===== src/rtl/noc_pkg.sv =====
// Shared NoC definitions for the egress stage: geometry, flit layout,
// flit type encoding, FSM states and the round-robin pick helper.
package noc_pkg;

    localparam int AXI_D_WIDTH = 24;
    localparam int VID_BITS    = 6;
    localparam int TYPE_BITS   = 2;
    localparam int D_WIDTH     = TYPE_BITS + VID_BITS + AXI_D_WIDTH;
    localparam int NUM_VC      = 12;
    localparam int BUF_DEPTH   = 12;
    localparam int CNT_BITS    = $clog2(BUF_DEPTH + 1);
    localparam int VC_BITS     = $clog2(NUM_VC);
    localparam int VC_SUM_BITS = VC_BITS + 1;

    // Flit field positions inside the D_WIDTH word
    localparam int TYPE_LSB    = AXI_D_WIDTH + VID_BITS;
    localparam int VID_LSB     = AXI_D_WIDTH;
    localparam int PAYLOAD_LSB = 0;

    typedef enum logic [TYPE_BITS-1:0] {
        BODY     = 2'b00,
        HEAD     = 2'b01,
        TAIL     = 2'b10,
        HEADTAIL = 2'b11
    } flit_type_e;

    typedef struct packed {
        flit_type_e                 ftype;
        logic [VID_BITS-1:0]        vid;
        logic [AXI_D_WIDTH-1:0]     payload;
    } flit_t;

    typedef enum logic [1:0] {
        S_IDLE   = 2'b00,
        S_STREAM = 2'b01
    } egress_state_e;

    // A flit closes a packet when it is a TAIL or a single-flit HEADTAIL
    function automatic logic is_tail(input flit_type_e t);
        return (t == TAIL) || (t == HEADTAIL);
    endfunction

    // Lowest requesting VC at or after ptr (mod NUM_VC); MSB of result = hit
    function automatic logic [VC_BITS:0] rr_pick(input logic [NUM_VC-1:0] req,
                                                 input logic [VC_BITS-1:0] ptr);
        logic [VC_BITS:0]   res;
        logic [VC_BITS:0]   sum;
        logic [VC_BITS-1:0] idx;
        res = {VC_SUM_BITS{1'b0}};
        // Walk from the farthest offset down so the nearest request wins last
        for (int i = NUM_VC - 1; i >= 0; i--) begin
            sum = {1'b0, ptr} + VC_SUM_BITS'(i);
            if (sum >= VC_SUM_BITS'(NUM_VC)) begin
                idx = VC_BITS'(sum - VC_SUM_BITS'(NUM_VC));
            end else begin
                idx = sum[VC_BITS-1:0];
            end
            if (req[idx]) begin
                res = {1'b1, idx};
            end else begin
                res = res;
            end
        end
        return res;
    endfunction

endpackage


===== src/rtl/tl_egress_if.sv =====
// Egress port bundle: flit input from the switch, credit return,
// AXI stream output and sticky error flags.
interface tl_egress_if;
    import noc_pkg::*;

    logic [D_WIDTH-1:0]     flit_in;
    logic                   flit_valid;
    logic [NUM_VC-1:0]      credit_out;
    logic [AXI_D_WIDTH-1:0] out_tdata;
    logic                   out_tvalid;
    logic                   out_tlast;
    logic                   out_tready;
    logic                   err_overflow;
    logic                   err_badvid;

    // The egress block itself
    modport slave (
        input  flit_in, flit_valid, out_tready,
        output credit_out, out_tdata, out_tvalid, out_tlast, err_overflow, err_badvid
    );

    // The surrounding router / stream sink
    modport master (
        output flit_in, flit_valid, out_tready,
        input  credit_out, out_tdata, out_tvalid, out_tlast, err_overflow, err_badvid
    );
endinterface


===== src/rtl/egress_vc_fifo.sv =====
// Per-VC first-word-fall-through flit buffer with occupancy and a count
// of complete packets resident in the buffer.
module egress_vc_fifo
    import noc_pkg::*;
#(
    parameter int DEPTH = BUF_DEPTH,
    parameter int CW    = CNT_BITS
)(
    input  logic          clk,
    input  logic          rst,
    input  logic          i_push,
    input  flit_t         i_data,
    input  logic          i_pop,
    output logic          o_full,
    output logic          o_empty,
    output logic [CW-1:0] o_count,
    output logic [CW-1:0] o_pkt_cnt,
    output flit_t         o_head
);
    localparam int PW = $clog2(DEPTH);

    flit_t          r_mem [DEPTH];
    logic [PW-1:0]  r_wr_ptr;
    logic [PW-1:0]  r_rd_ptr;
    logic [CW-1:0]  r_count;
    logic [CW-1:0]  r_pkt_cnt;
    logic           w_do_push;
    logic           w_do_pop;
    logic           w_push_tail;
    logic           w_pop_tail;

    // Depth need not be a power of two, so pointers wrap explicitly
    function automatic logic [PW-1:0] ptr_inc(input logic [PW-1:0] p);
        return (p == PW'(DEPTH - 1)) ? PW'(0) : p + PW'(1);
    endfunction

    assign o_full      = (r_count == CW'(DEPTH));
    assign o_empty     = (r_count == CW'(0));
    assign o_count     = r_count;
    assign o_pkt_cnt   = r_pkt_cnt;
    assign o_head      = r_mem[r_rd_ptr];

    assign w_do_push   = i_push && !o_full;
    assign w_do_pop    = i_pop && !o_empty;
    assign w_push_tail = w_do_push && is_tail(i_data.ftype);
    assign w_pop_tail  = w_do_pop && is_tail(o_head.ftype);

    // Storage array: written on push, no reset needed (guarded by count)
    always_ff @(posedge clk) begin
        if (w_do_push) begin
            r_mem[r_wr_ptr] <= i_data;
        end
    end

    // Pointers, occupancy and resident-packet count
    always_ff @(posedge clk or negedge rst) begin
        if (!rst) begin
            r_wr_ptr  <= PW'(0);
            r_rd_ptr  <= PW'(0);
            r_count   <= CW'(0);
            r_pkt_cnt <= CW'(0);
        end else begin
            if (w_do_push) begin
                r_wr_ptr <= ptr_inc(r_wr_ptr);
            end
            if (w_do_pop) begin
                r_rd_ptr <= ptr_inc(r_rd_ptr);
            end
            case ({w_do_push, w_do_pop})
                2'b10:   r_count <= r_count + CW'(1);
                2'b01:   r_count <= r_count - CW'(1);
                default: r_count <= r_count;
            endcase
            case ({w_push_tail, w_pop_tail})
                2'b10:   r_pkt_cnt <= r_pkt_cnt + CW'(1);
                2'b01:   r_pkt_cnt <= r_pkt_cnt - CW'(1);
                default: r_pkt_cnt <= r_pkt_cnt;
            endcase
        end
    end

endmodule


===== src/rtl/tl_egress_chk.sv =====
// Invariant checker for the egress stage: the selected VC is never empty
// while streaming, occupancy stays bounded, and credits are one-hot.
module tl_egress_chk
    import noc_pkg::*;
(
    input logic                clk,
    input logic                rst,
    input logic                i_streaming,
    input logic                i_sel_empty,
    input logic [CNT_BITS-1:0] i_sel_count,
    input logic [NUM_VC-1:0]   i_credit
);

    a_stream_not_empty: assert property (@(posedge clk) disable iff (!rst)
        i_streaming |-> !i_sel_empty);

    a_count_bounded: assert property (@(posedge clk) disable iff (!rst)
        i_sel_count <= CNT_BITS'(BUF_DEPTH));

    a_credit_onehot0: assert property (@(posedge clk) disable iff (!rst)
        $onehot0(i_credit));

endmodule


===== src/rtl/tl_egress.sv =====
// Transport-layer egress: filters incoming flits, buffers them per VC,
// picks complete packets round-robin and streams each one uninterleaved
// on AXI stream, returning one credit per freed slot.
module tl_egress
    import noc_pkg::*;
(
    input  logic       clk,
    input  logic       rst,
    tl_egress_if.slave bus
);

    flit_t                 w_flit;
    logic                  w_vid_ok;
    logic [VC_BITS-1:0]    w_vid_idx;
    logic                  w_overflow_hit;
    logic                  w_badvid_hit;
    logic [NUM_VC-1:0]     w_push;
    logic [NUM_VC-1:0]     w_pop;
    logic [NUM_VC-1:0]     w_full;
    logic [NUM_VC-1:0]     w_empty;
    logic [NUM_VC-1:0]     w_req;
    logic [CNT_BITS-1:0]   w_count   [NUM_VC];
    logic [CNT_BITS-1:0]   w_pkt_cnt [NUM_VC];
    flit_t                 w_head    [NUM_VC];
    flit_t                 w_head_sel;
    logic                  w_head_last;
    logic [VC_BITS:0]      w_pick;

    egress_state_e         r_state;
    egress_state_e         w_state_nxt;
    logic [VC_BITS-1:0]    r_sel;
    logic [VC_BITS-1:0]    w_sel_nxt;
    logic [VC_BITS-1:0]    r_rr_ptr;
    logic [VC_BITS-1:0]    w_rr_nxt;
    logic                  w_pop_go;
    logic                  w_streaming;
    logic [NUM_VC-1:0]     r_credit;
    logic                  r_err_overflow;
    logic                  r_err_badvid;

    // ---------------- input filtering ----------------
    assign w_flit         = flit_t'(bus.flit_in);
    assign w_vid_ok       = (w_flit.vid < VID_BITS'(NUM_VC));
    assign w_vid_idx      = w_flit.vid[VC_BITS-1:0];
    assign w_badvid_hit   = bus.flit_valid && !w_vid_ok;
    assign w_overflow_hit = bus.flit_valid && w_vid_ok && w_full[w_vid_idx];
    assign w_push         = (bus.flit_valid && w_vid_ok && !w_full[w_vid_idx])
                          ? (NUM_VC'(1) << w_vid_idx) : NUM_VC'(0);

    // ---------------- per-VC buffers ----------------
    for (genvar v = 0; v < NUM_VC; v++) begin : g_vc
        egress_vc_fifo #(
            .DEPTH (BUF_DEPTH),
            .CW    (CNT_BITS)
        ) u_fifo (
            .clk       (clk),
            .rst       (rst),
            .i_push    (w_push[v]),
            .i_data    (w_flit),
            .i_pop     (w_pop[v]),
            .o_full    (w_full[v]),
            .o_empty   (w_empty[v]),
            .o_count   (w_count[v]),
            .o_pkt_cnt (w_pkt_cnt[v]),
            .o_head    (w_head[v])
        );
        assign w_req[v] = (w_pkt_cnt[v] != CNT_BITS'(0));
    end

    assign w_pick      = rr_pick(w_req, r_rr_ptr);
    assign w_head_sel  = w_head[r_sel];
    assign w_head_last = is_tail(w_head_sel.ftype);
    assign w_streaming = (r_state == S_STREAM);
    assign w_pop       = w_pop_go ? (NUM_VC'(1) << r_sel) : NUM_VC'(0);

    // FSM state, selected VC and round-robin pointer registers
    always_ff @(posedge clk or negedge rst) begin
        if (!rst) begin
            r_state  <= S_IDLE;
            r_sel    <= VC_BITS'(0);
            r_rr_ptr <= VC_BITS'(0);
        end else begin
            r_state  <= w_state_nxt;
            r_sel    <= w_sel_nxt;
            r_rr_ptr <= w_rr_nxt;
        end
    end

    // FSM next state: pick a complete packet, then stream it to its tail
    always_comb begin
        w_state_nxt = r_state;
        w_sel_nxt   = r_sel;
        w_rr_nxt    = r_rr_ptr;
        w_pop_go    = 1'b0;
        case (r_state)
            S_IDLE: begin
                if (w_pick[VC_BITS]) begin
                    w_state_nxt = S_STREAM;
                    w_sel_nxt   = w_pick[VC_BITS-1:0];
                end else begin
                    w_state_nxt = S_IDLE;
                end
            end
            S_STREAM: begin
                w_pop_go = bus.out_tready;
                if (bus.out_tready && w_head_last) begin
                    w_state_nxt = S_IDLE;
                    w_rr_nxt    = (r_sel == VC_BITS'(NUM_VC - 1)) ? VC_BITS'(0)
                                                                  : r_sel + VC_BITS'(1);
                end else begin
                    w_state_nxt = S_STREAM;
                end
            end
            default: begin
                w_state_nxt = S_IDLE;
            end
        endcase
    end

    // Credit return (one cycle after each pop) and sticky error flags
    always_ff @(posedge clk or negedge rst) begin
        if (!rst) begin
            r_credit       <= NUM_VC'(0);
            r_err_overflow <= 1'b0;
            r_err_badvid   <= 1'b0;
        end else begin
            r_credit       <= w_pop;
            r_err_overflow <= r_err_overflow | w_overflow_hit;
            r_err_badvid   <= r_err_badvid | w_badvid_hit;
        end
    end

    // Stream outputs decode from the state register; data is the FWFT head,
    // forced to zero while idle so the bus is quiet between packets
    assign bus.out_tvalid   = w_streaming;
    assign bus.out_tdata    = w_streaming ? w_head_sel.payload : AXI_D_WIDTH'(0);
    assign bus.out_tlast    = w_streaming && w_head_last;
    assign bus.credit_out   = r_credit;
    assign bus.err_overflow = r_err_overflow;
    assign bus.err_badvid   = r_err_badvid;

    tl_egress_chk u_chk (
        .clk         (clk),
        .rst         (rst),
        .i_streaming (w_streaming),
        .i_sel_empty (w_empty[r_sel]),
        .i_sel_count (w_count[r_sel]),
        .i_credit    (r_credit)
    );

endmodule


===== src/flat_wrapper.sv =====
// flat-port wrapper written by rule: the top's interface ports become plain ports
module tl_egress_flat import noc_pkg::*;
  (clk, rst, bus_flit_in, bus_flit_valid, bus_out_tready, bus_credit_out, bus_out_tdata, bus_out_tvalid, bus_out_tlast, bus_err_overflow, bus_err_badvid);
  tl_egress_if bus_i ();
  input  logic clk;
  input  logic rst;
  input wire logic [$bits(bus_i.flit_in)-1:0] bus_flit_in;
  input wire logic [$bits(bus_i.flit_valid)-1:0] bus_flit_valid;
  input wire logic [$bits(bus_i.out_tready)-1:0] bus_out_tready;
  output wire logic [$bits(bus_i.credit_out)-1:0] bus_credit_out;
  output wire logic [$bits(bus_i.out_tdata)-1:0] bus_out_tdata;
  output wire logic [$bits(bus_i.out_tvalid)-1:0] bus_out_tvalid;
  output wire logic [$bits(bus_i.out_tlast)-1:0] bus_out_tlast;
  output wire logic [$bits(bus_i.err_overflow)-1:0] bus_err_overflow;
  output wire logic [$bits(bus_i.err_badvid)-1:0] bus_err_badvid;
  assign bus_i.flit_in = bus_flit_in;
  assign bus_i.flit_valid = bus_flit_valid;
  assign bus_i.out_tready = bus_out_tready;
  assign bus_credit_out = bus_i.credit_out;
  assign bus_out_tdata = bus_i.out_tdata;
  assign bus_out_tvalid = bus_i.out_tvalid;
  assign bus_out_tlast = bus_i.out_tlast;
  assign bus_err_overflow = bus_i.err_overflow;
  assign bus_err_badvid = bus_i.err_badvid;
  tl_egress u_core (.clk(clk), .rst(rst), .bus(bus_i));
endmodule

===== config.mk =====
export PLATFORM = sky130hd
export DESIGN_NAME = tl_egress_flat
export DESIGN_NICKNAME = d
export VERILOG_FILES = /design/src/rtl/noc_pkg.sv /design/src/rtl/tl_egress_if.sv /design/src/rtl/egress_vc_fifo.sv /design/src/rtl/tl_egress_chk.sv /design/src/rtl/tl_egress.sv /design/src/flat_wrapper.sv
export SDC_FILE = /design/constraint.sdc
export NUM_CORES = 2
export LEC_CHECK = 0
export ABC_AREA = 0
export BUFFER_PORTS_ARGS = -buffer_cell sky130_fd_sc_hd__buf_4
export CAP_MARGIN = 5
export CORE_MARGIN = 8
export CORE_UTILIZATION = 42
export CTS_CLUSTER_SIZE = 12
export DETAILED_ROUTE_END_ITERATION = 8
export GPL_TIMING_DRIVEN = 0
export HOLD_SLACK_MARGIN = 0.03
export PLACE_DENSITY = 0.68
export SYNTH_ARGS = -nofsm -noshare
export SYNTH_HDL_FRONTEND = slang
export SYNTH_MEMORY_MAX_BITS = 65536
export SYNTH_SLANG_ARGS = --single-unit

===== constraint.sdc =====
create_clock -name clk -period 6 [get_ports clk]
set_clock_uncertainty 0.05 [all_clocks]
set_input_delay 0.6 -clock clk [delete_from_list [all_inputs] [get_ports clk]]
set_output_delay 0.6 -clock clk [all_outputs]
set_load 0.01 [all_outputs]

After elaboration in Yosys (flattened, before gate mapping). Memory sizes are Yosys's and may differ from the RTL's. Cells that the tools add are included.

$add $sub $neg: 96. Magnitude comparators: 27. Equality and inequality tests: 114. Shift-type cells: 2. Multiplexer cells: 133. Bitwise gates (word level): 3. Reductions and logical operators: 145.

Operators by type and width (count): adder 4 x 1 -> 4 bit (second input constant) (49); case mux 4 bit (2 select lines) (24); == test 4 bit (second input constant) (37); two-way mux 4 bit (37); binary-select mux 32 bit (select 4 bit) (1); == test 2 bit (second input constant) (52); subtractor 4 x 1 -> 4 bit (second input constant) (24); < comparator 4 x 5 -> 1 bit (second input constant) (13); two-way mux 32 bit (2); two-way mux 5 bit (12); greater-or-equal comparator 5 x 4 -> 1 bit (second input constant) (11); logical AND 1 bit (54); binary-select mux 1 bit (select 4 bit) (13); == test 2 x 1 -> 1 bit (second input constant) (25); logical NOT 4 bit (12); nonzero test 2 bit (24); nonzero test 4 bit (12); subtractor 4 bit (second input constant) (12); two-way mux 1 bit (40); logical NOT 1 bit (26); two-way mux 12 bit (2); two-way mux 24 bit (1); << shifter 1 x 4 -> 12 bit (first input constant) (2); adder 4 x 3 -> 5 bit (second input constant) (4); 12 further kinds (31).

Register bits after elaboration: 216. Bits in writable memories: 4608. Bits of input ports: 36. Output and inout port bits: 40. Memories: 12.

Memories: u_core.g_vc[0].u_fifo.r_mem (words 12, width 32, rd ports 1, clocked after Yosys merged registers in 0, wr ports 1, RTL line egress_vc_fifo.sv:22) `flit_t r_mem [DEPTH];`; u_core.g_vc[10].u_fifo.r_mem (words 12, width 32, rd ports 1, clocked after Yosys merged registers in 0, wr ports 1, RTL line egress_vc_fifo.sv:22); u_core.g_vc[11].u_fifo.r_mem (words 12, width 32, rd ports 1, clocked after Yosys merged registers in 0, wr ports 1, RTL line egress_vc_fifo.sv:22); u_core.g_vc[1].u_fifo.r_mem (words 12, width 32, rd ports 1, clocked after Yosys merged registers in 0, wr ports 1, RTL line egress_vc_fifo.sv:22); u_core.g_vc[2].u_fifo.r_mem (words 12, width 32, rd ports 1, clocked after Yosys merged registers in 0, wr ports 1, RTL line egress_vc_fifo.sv:22); u_core.g_vc[3].u_fifo.r_mem (words 12, width 32, rd ports 1, clocked after Yosys merged registers in 0, wr ports 1, RTL line egress_vc_fifo.sv:22); +6 memories.

Depth between registers and ports, before layout.
Depth after elaboration: 19. Mapped depth: 16. Gate-level depth less buffers: 15.

Hierarchy. From an unflattened synthesis, not the netlist that was laid out.

Cell total of the unflattened synthesis: 9567. Area total of the unflattened synthesis: 192584.7 µm².

By module, submodules not included: egress_vc_fifo at u_core.g_vc[2].u_fifo ... (times used 8, cells an instance 737, area each 15509.9 µm²); egress_vc_fifo at u_core.g_vc[10].u_fifo ... (times used 3, cells an instance 736, area each 15556.2 µm²); egress_vc_fifo at u_core.g_vc[0].u_fifo (times used 1, cells an instance 733, area each 15544.9 µm²); tl_egress (times used 1, cells an instance 730, area each 6292.3 µm²).

Worst setup path before layout. Ideal clock, no wire load.

Kind: input to register. Start point: input port bus_flit_in[24]. End point: memory u_core.g_vc[11].u_fifo.r_mem[0][0] in the netlist's numbering (enable). Arrival time: 4.932 ns. Setup slack: 0.538 ns. Cell stages on the path: 10. Path buffers: 2. Cell sequence: or2_2 > clkbuf_1 > o21a_1 > o2bb2ai_1 > o211a_1 > nor3_1 > and3_1 > buf_2 > inv_1 > nor4b_1.

Word-level cells in the longest chain between the ends: 8.

Ends and longest elaborated chain: from (decl) (RTL line flat_wrapper.sv:7) `input wire logic [$bits(bus_i.flit_in)-1:0] bus_flit_in;`; binary-select mux 1 bit (select 4 bit) (RTL line tl_egress.sv:47) `assign w_push = (bus.flit_valid && w_vid_ok && !w_full[w_vid_idx])`; two-way mux 1 bit (not written as such) (RTL line tl_egress.sv:47); logical NOT 1 bit (RTL line tl_egress.sv:47); logical AND 1 bit (RTL line tl_egress.sv:47); two-way mux 12 bit (*) (RTL line tl_egress.sv:48) `? (NUM_VC'(1) << w_vid_idx) : NUM_VC'(0);`; logical AND 1 bit (*) (RTL line egress_vc_fifo.sv:43) `assign w_do_push = i_push && !o_full;`; two-way mux 1 bit (*) (RTL line egress_vc_fifo.sv:50) `if (w_do_push) begin`; two-way mux 1 bit (not written as such) (*) (RTL line egress_vc_fifo.sv:51) `r_mem[r_wr_ptr] <= i_data;`; to (decl) (RTL line egress_vc_fifo.sv:22).

Every way passes the cells marked *; elsewhere a longest branch is shown, timed or not. The select of a mux whose other input is x is not followed.

Worst setup path in the final report.
Start point: register u_core.g_vc[4].u_fifo.r_rd_ptr[1]. End point: output port bus_out_tdata[22].

Word-level cells in the longest chain between the ends: 5.

Ends and longest elaborated chain: from (decl) (RTL line egress_vc_fifo.sv:24) `logic [PW-1:0] r_rd_ptr;`; from (signal assigned) (RTL line egress_vc_fifo.sv:67) `r_rd_ptr <= ptr_inc(r_rd_ptr);`; memory read (12 x 32 bit); binary-select mux 32 bit (select 4 bit) (RTL line tl_egress.sv:71) `assign w_head_sel = w_head[r_sel];`; two-way mux 32 bit (not written as such) (2 in a row) (RTL line tl_egress.sv:71); two-way mux 24 bit (RTL line tl_egress.sv:136) `assign bus.out_tdata = w_streaming ? w_head_sel.payload : AXI_D_WIDTH'(0);`; to (decl) (RTL line flat_wrapper.sv:11) `output wire logic [$bits(bus_i.out_tdata)-1:0] bus_out_tdata;`.

No other way between the ends. The select of a mux whose other input is x is not followed.

==> flow_summary.ini <==
[outcome]
status = complete, no violations

[critical_path]
cp-end-kind = primary output
regToRegSetupSlack_ns = 0.26
cp-start-kind = flop
critical_path_class = flop to primary output
cp_max_fo = 10
crit_slowest_cell = mux4_2
max_stage_delay_ns = 0.61
worstPathArrival_ns = 5.30
path_delay_family = multiplexers
r2r_cells = 16
cp.depth = 10
crit_path_cell_trace = clkbuf_1 > clkbuf_1 > mux4_2 > mux2i_1 > o21ai_0 > mux4_2 > a21oi_4 > o22a_1 > nor2_1 > buf_4
worstPathRequired_ns = 5.35
path_buf_inv = 3

[synth]
synthFlopType = edfxtp_1
synth_cells = 7839
synth_fp_nets = 8059
seq_area_frac_synth = 0.741
avgSynthCellArea_um2 = 19.5
yosysUniqueCellTypes = 86
synth_edf_count = 3600
synth_seq_cells = 3815
netlist_area_um2 = 153000
async_flop_share = 0.0564
ys.warnings.count = 0

[timing]
rsz0062_at_grt = true
max_freq_ghz = 0.168
worst_slack_ns = 0.0534
hold_violations = 0
setup_violations = 0
period_share = 0.991
tightest_slew_ns = 1.31
drv_slew = 0
relSlewSlack = 0.115
period_needed_ns = 5.95

[global_route]
first_global_vias = 79700
antenna_found_initial = 36
grt_max_degree = 117
overflow = 0
grt_usage = 0.204
grt_pass1_wl_um = 574000

[placement]
placed_area_um2 = 163000
dpl_worst_slack_ns = -0.659
gp_congestion = 0.889
io_buffers = 74
dp_hpwl_um = 267000

[layout]
nNetsFinal = 8681
ff_latch_area_um2 = 113000
drive_gt1_frac = 0.228
areaGrowthSynthToFinish_pct = 14.4
fillCellCount = 29300
post-route-cell-area_um2 = 175000
multi_input_area_um2 = 38400

[die]
core_um2 = 364000
die_y_um = 620
ios = 76
die_w_um = 620
die-area_um2 = 384000
initial_core_util = 0.420
num_rows = 222

[routing]
wl_met1_um = 162000
ant_nets = 0
drc_errors = 0
routed_via_density = 5.92
dr_wl_met2_um = 186000
wirelength_um = 402000
dr_wl_met3_um = 40400
vias = 80400
dr.pass1.iters = 6
initialDrtViolationCount = 10800
top_layer_used = met5
wire_per_inst_um = 29.6

[clocking]
clkTransAtPathRegs_ns = 0.06
ctsLongestPathBuffers = 4
root_buffer = clkbuf_16
clock_tree.htree_level_count = 5
cts_tree = done
cts_buffers = 384
clkLatencyLatePin_ns = 0.94
cts.sinks = 3815

[job]
cap_violations = 0

[power_and_ir_drop]
leakage_nw = 56.3
power_mw = 68.3
power.density_nw_per_um2 = 390
peakVddDrop_uv = 248

[min_path]
hold_path.class = input port to flop
hold-path-cell-count = 1
## cell usage in the layout (no fill, tap or decap), types with 34 or more instances in the layout
cell type,count
ha_1,160
o21ai_0,209
buf_2,82
dfrtp_1,215
xnor2_1,57
mux4_2,982
and2_1,58
buf_1,64
a21oi_1,387
clkinv_1,40
mux2i_1,161
edfxtp_1,3600
a21o_1,40
mux2_2,34
nand2_1,591
xor2_1,50
buf_4,72
nor2_4,37
buf_16,76
buf_6,64
nor2_1,210
clkbuf_1,394
clkbuf_16,385
inv_1,141
## cell families after synthesis
kind of cell / synth area share
flip-flops: 0.741
adder cells (fa/ha/maj): 0.0162
AO/OA/AOI/OAI: 0.0318
buffers and inverters: 0.0144
multiplexers: 0.158
XOR/XNOR: 0.00622
AND/OR/NAND/NOR: 0.0331
## flip-flops by register name, summed over array words and instances, names as in the netlist
signal                        cells
u_core.bus.err_overflow           1
u_core.g_vc.u_fifo.r_rd_ptr      48
u_core.g_vc.u_fifo.r_wr_ptr      48
u_core.g_vc.u_fifo.o_count       48
u_core.r_rr_ptr                   4
u_core.r_sel                      4
u_core.g_vc.u_fifo.r_mem       3600
u_core.bus.credit_out            12
u_core.r_state                    1
u_core.bus.err_badvid             1
u_core.g_vc.u_fifo.o_pkt_cnt     48
## area by class of cell
type | count | area share
multi-input cells | 3470 | 0.219
repair buffers | 236 | 0.0211
plain buffers | 401 | 0.00967
well taps | 4816 | 0.0344
clock buffers | 577 | 0.0603
diodes | 19 | 0.000271
inverters | 153 | 0.00327
clock inverters | 94 | 0.00513
flip-flops and latches | 3815 | 0.647
## cells in the mapped netlist, types with 78 or more instances
master,count,area share
a21oi_1,429,0.014
and2_1,78,0.0032
buf_2,85,0.0028
clkbuf_1,238,0.0058
dfrtp_1,215,0.035
edfxtp_1,3600,0.71
ha_1,160,0.013
inv_1,141,0.0035
mux2i_1,166,0.011
mux4_2,982,0.14
nand2_1,591,0.014
nor2_1,251,0.0061
o21ai_0,230,0.0075
## worst paths after layout
kind / startpoint / to
min in group asynchronous: rst / u_core.g_vc[1].u_fifo.o_pkt_cnt[0]
setup reg to reg: u_core.r_sel[1] / u_core.g_vc[4].u_fifo.o_pkt_cnt[3]
setup / recovery: u_core.g_vc[4].u_fifo.r_rd_ptr[1] / bus_out_tdata[22]
max in group asynchronous: rst / u_core.g_vc[4].u_fifo.r_rd_ptr[3]
hold reg to reg: u_core.g_vc[2].u_fifo.o_pkt_cnt[3] / u_core.g_vc[2].u_fifo.o_pkt_cnt[3]
hold / removal: bus_flit_in[31] / u_core.g_vc[7].u_fifo.r_mem[4][31]
## repair_timing
item / CTS / global route
hold buffers: 8 / 0
endpoints found under the setup margin: 33 / 25
endpoints found under the hold margin: 93 / 0
buffers inserted: 0 / 0
pin swaps: 0 / 1
gates resized for setup: 85 / 47
## layer usage
metal	GRT usage	up-vias
met4	0.0625	16
met2	0.316	4163
li1	-	33000
met1	0.293	42600
met3	0.0428	644
met5	0	-
## stage by stage
step,hold slack (ns),cells,TNS (ns),util
floorplan,0.254,7839,0,-
global placement,0.406,12700,-958.40,0.439
detailed placement,0.411,12900,-5.19,0.447
CTS,0.0344,13500,-0.0587,0.480
global route,0.0650,13600,-0.0688,0.481
finish,0.0753,13600,0,0.481
## power breakdown
| part | total, mW | internal [mW] | switching [mW] |
|---|---|---|---|
| clock network | 22.3 | 12.4 | 9.93 |
| registers | 29.7 | 29.4 | 0.355 |
| logic | 16.3 | 6.51 | 9.79 |
| total | 68.3 | 48.3 | 20.1 |
Power figures use the tool's default switching activity.
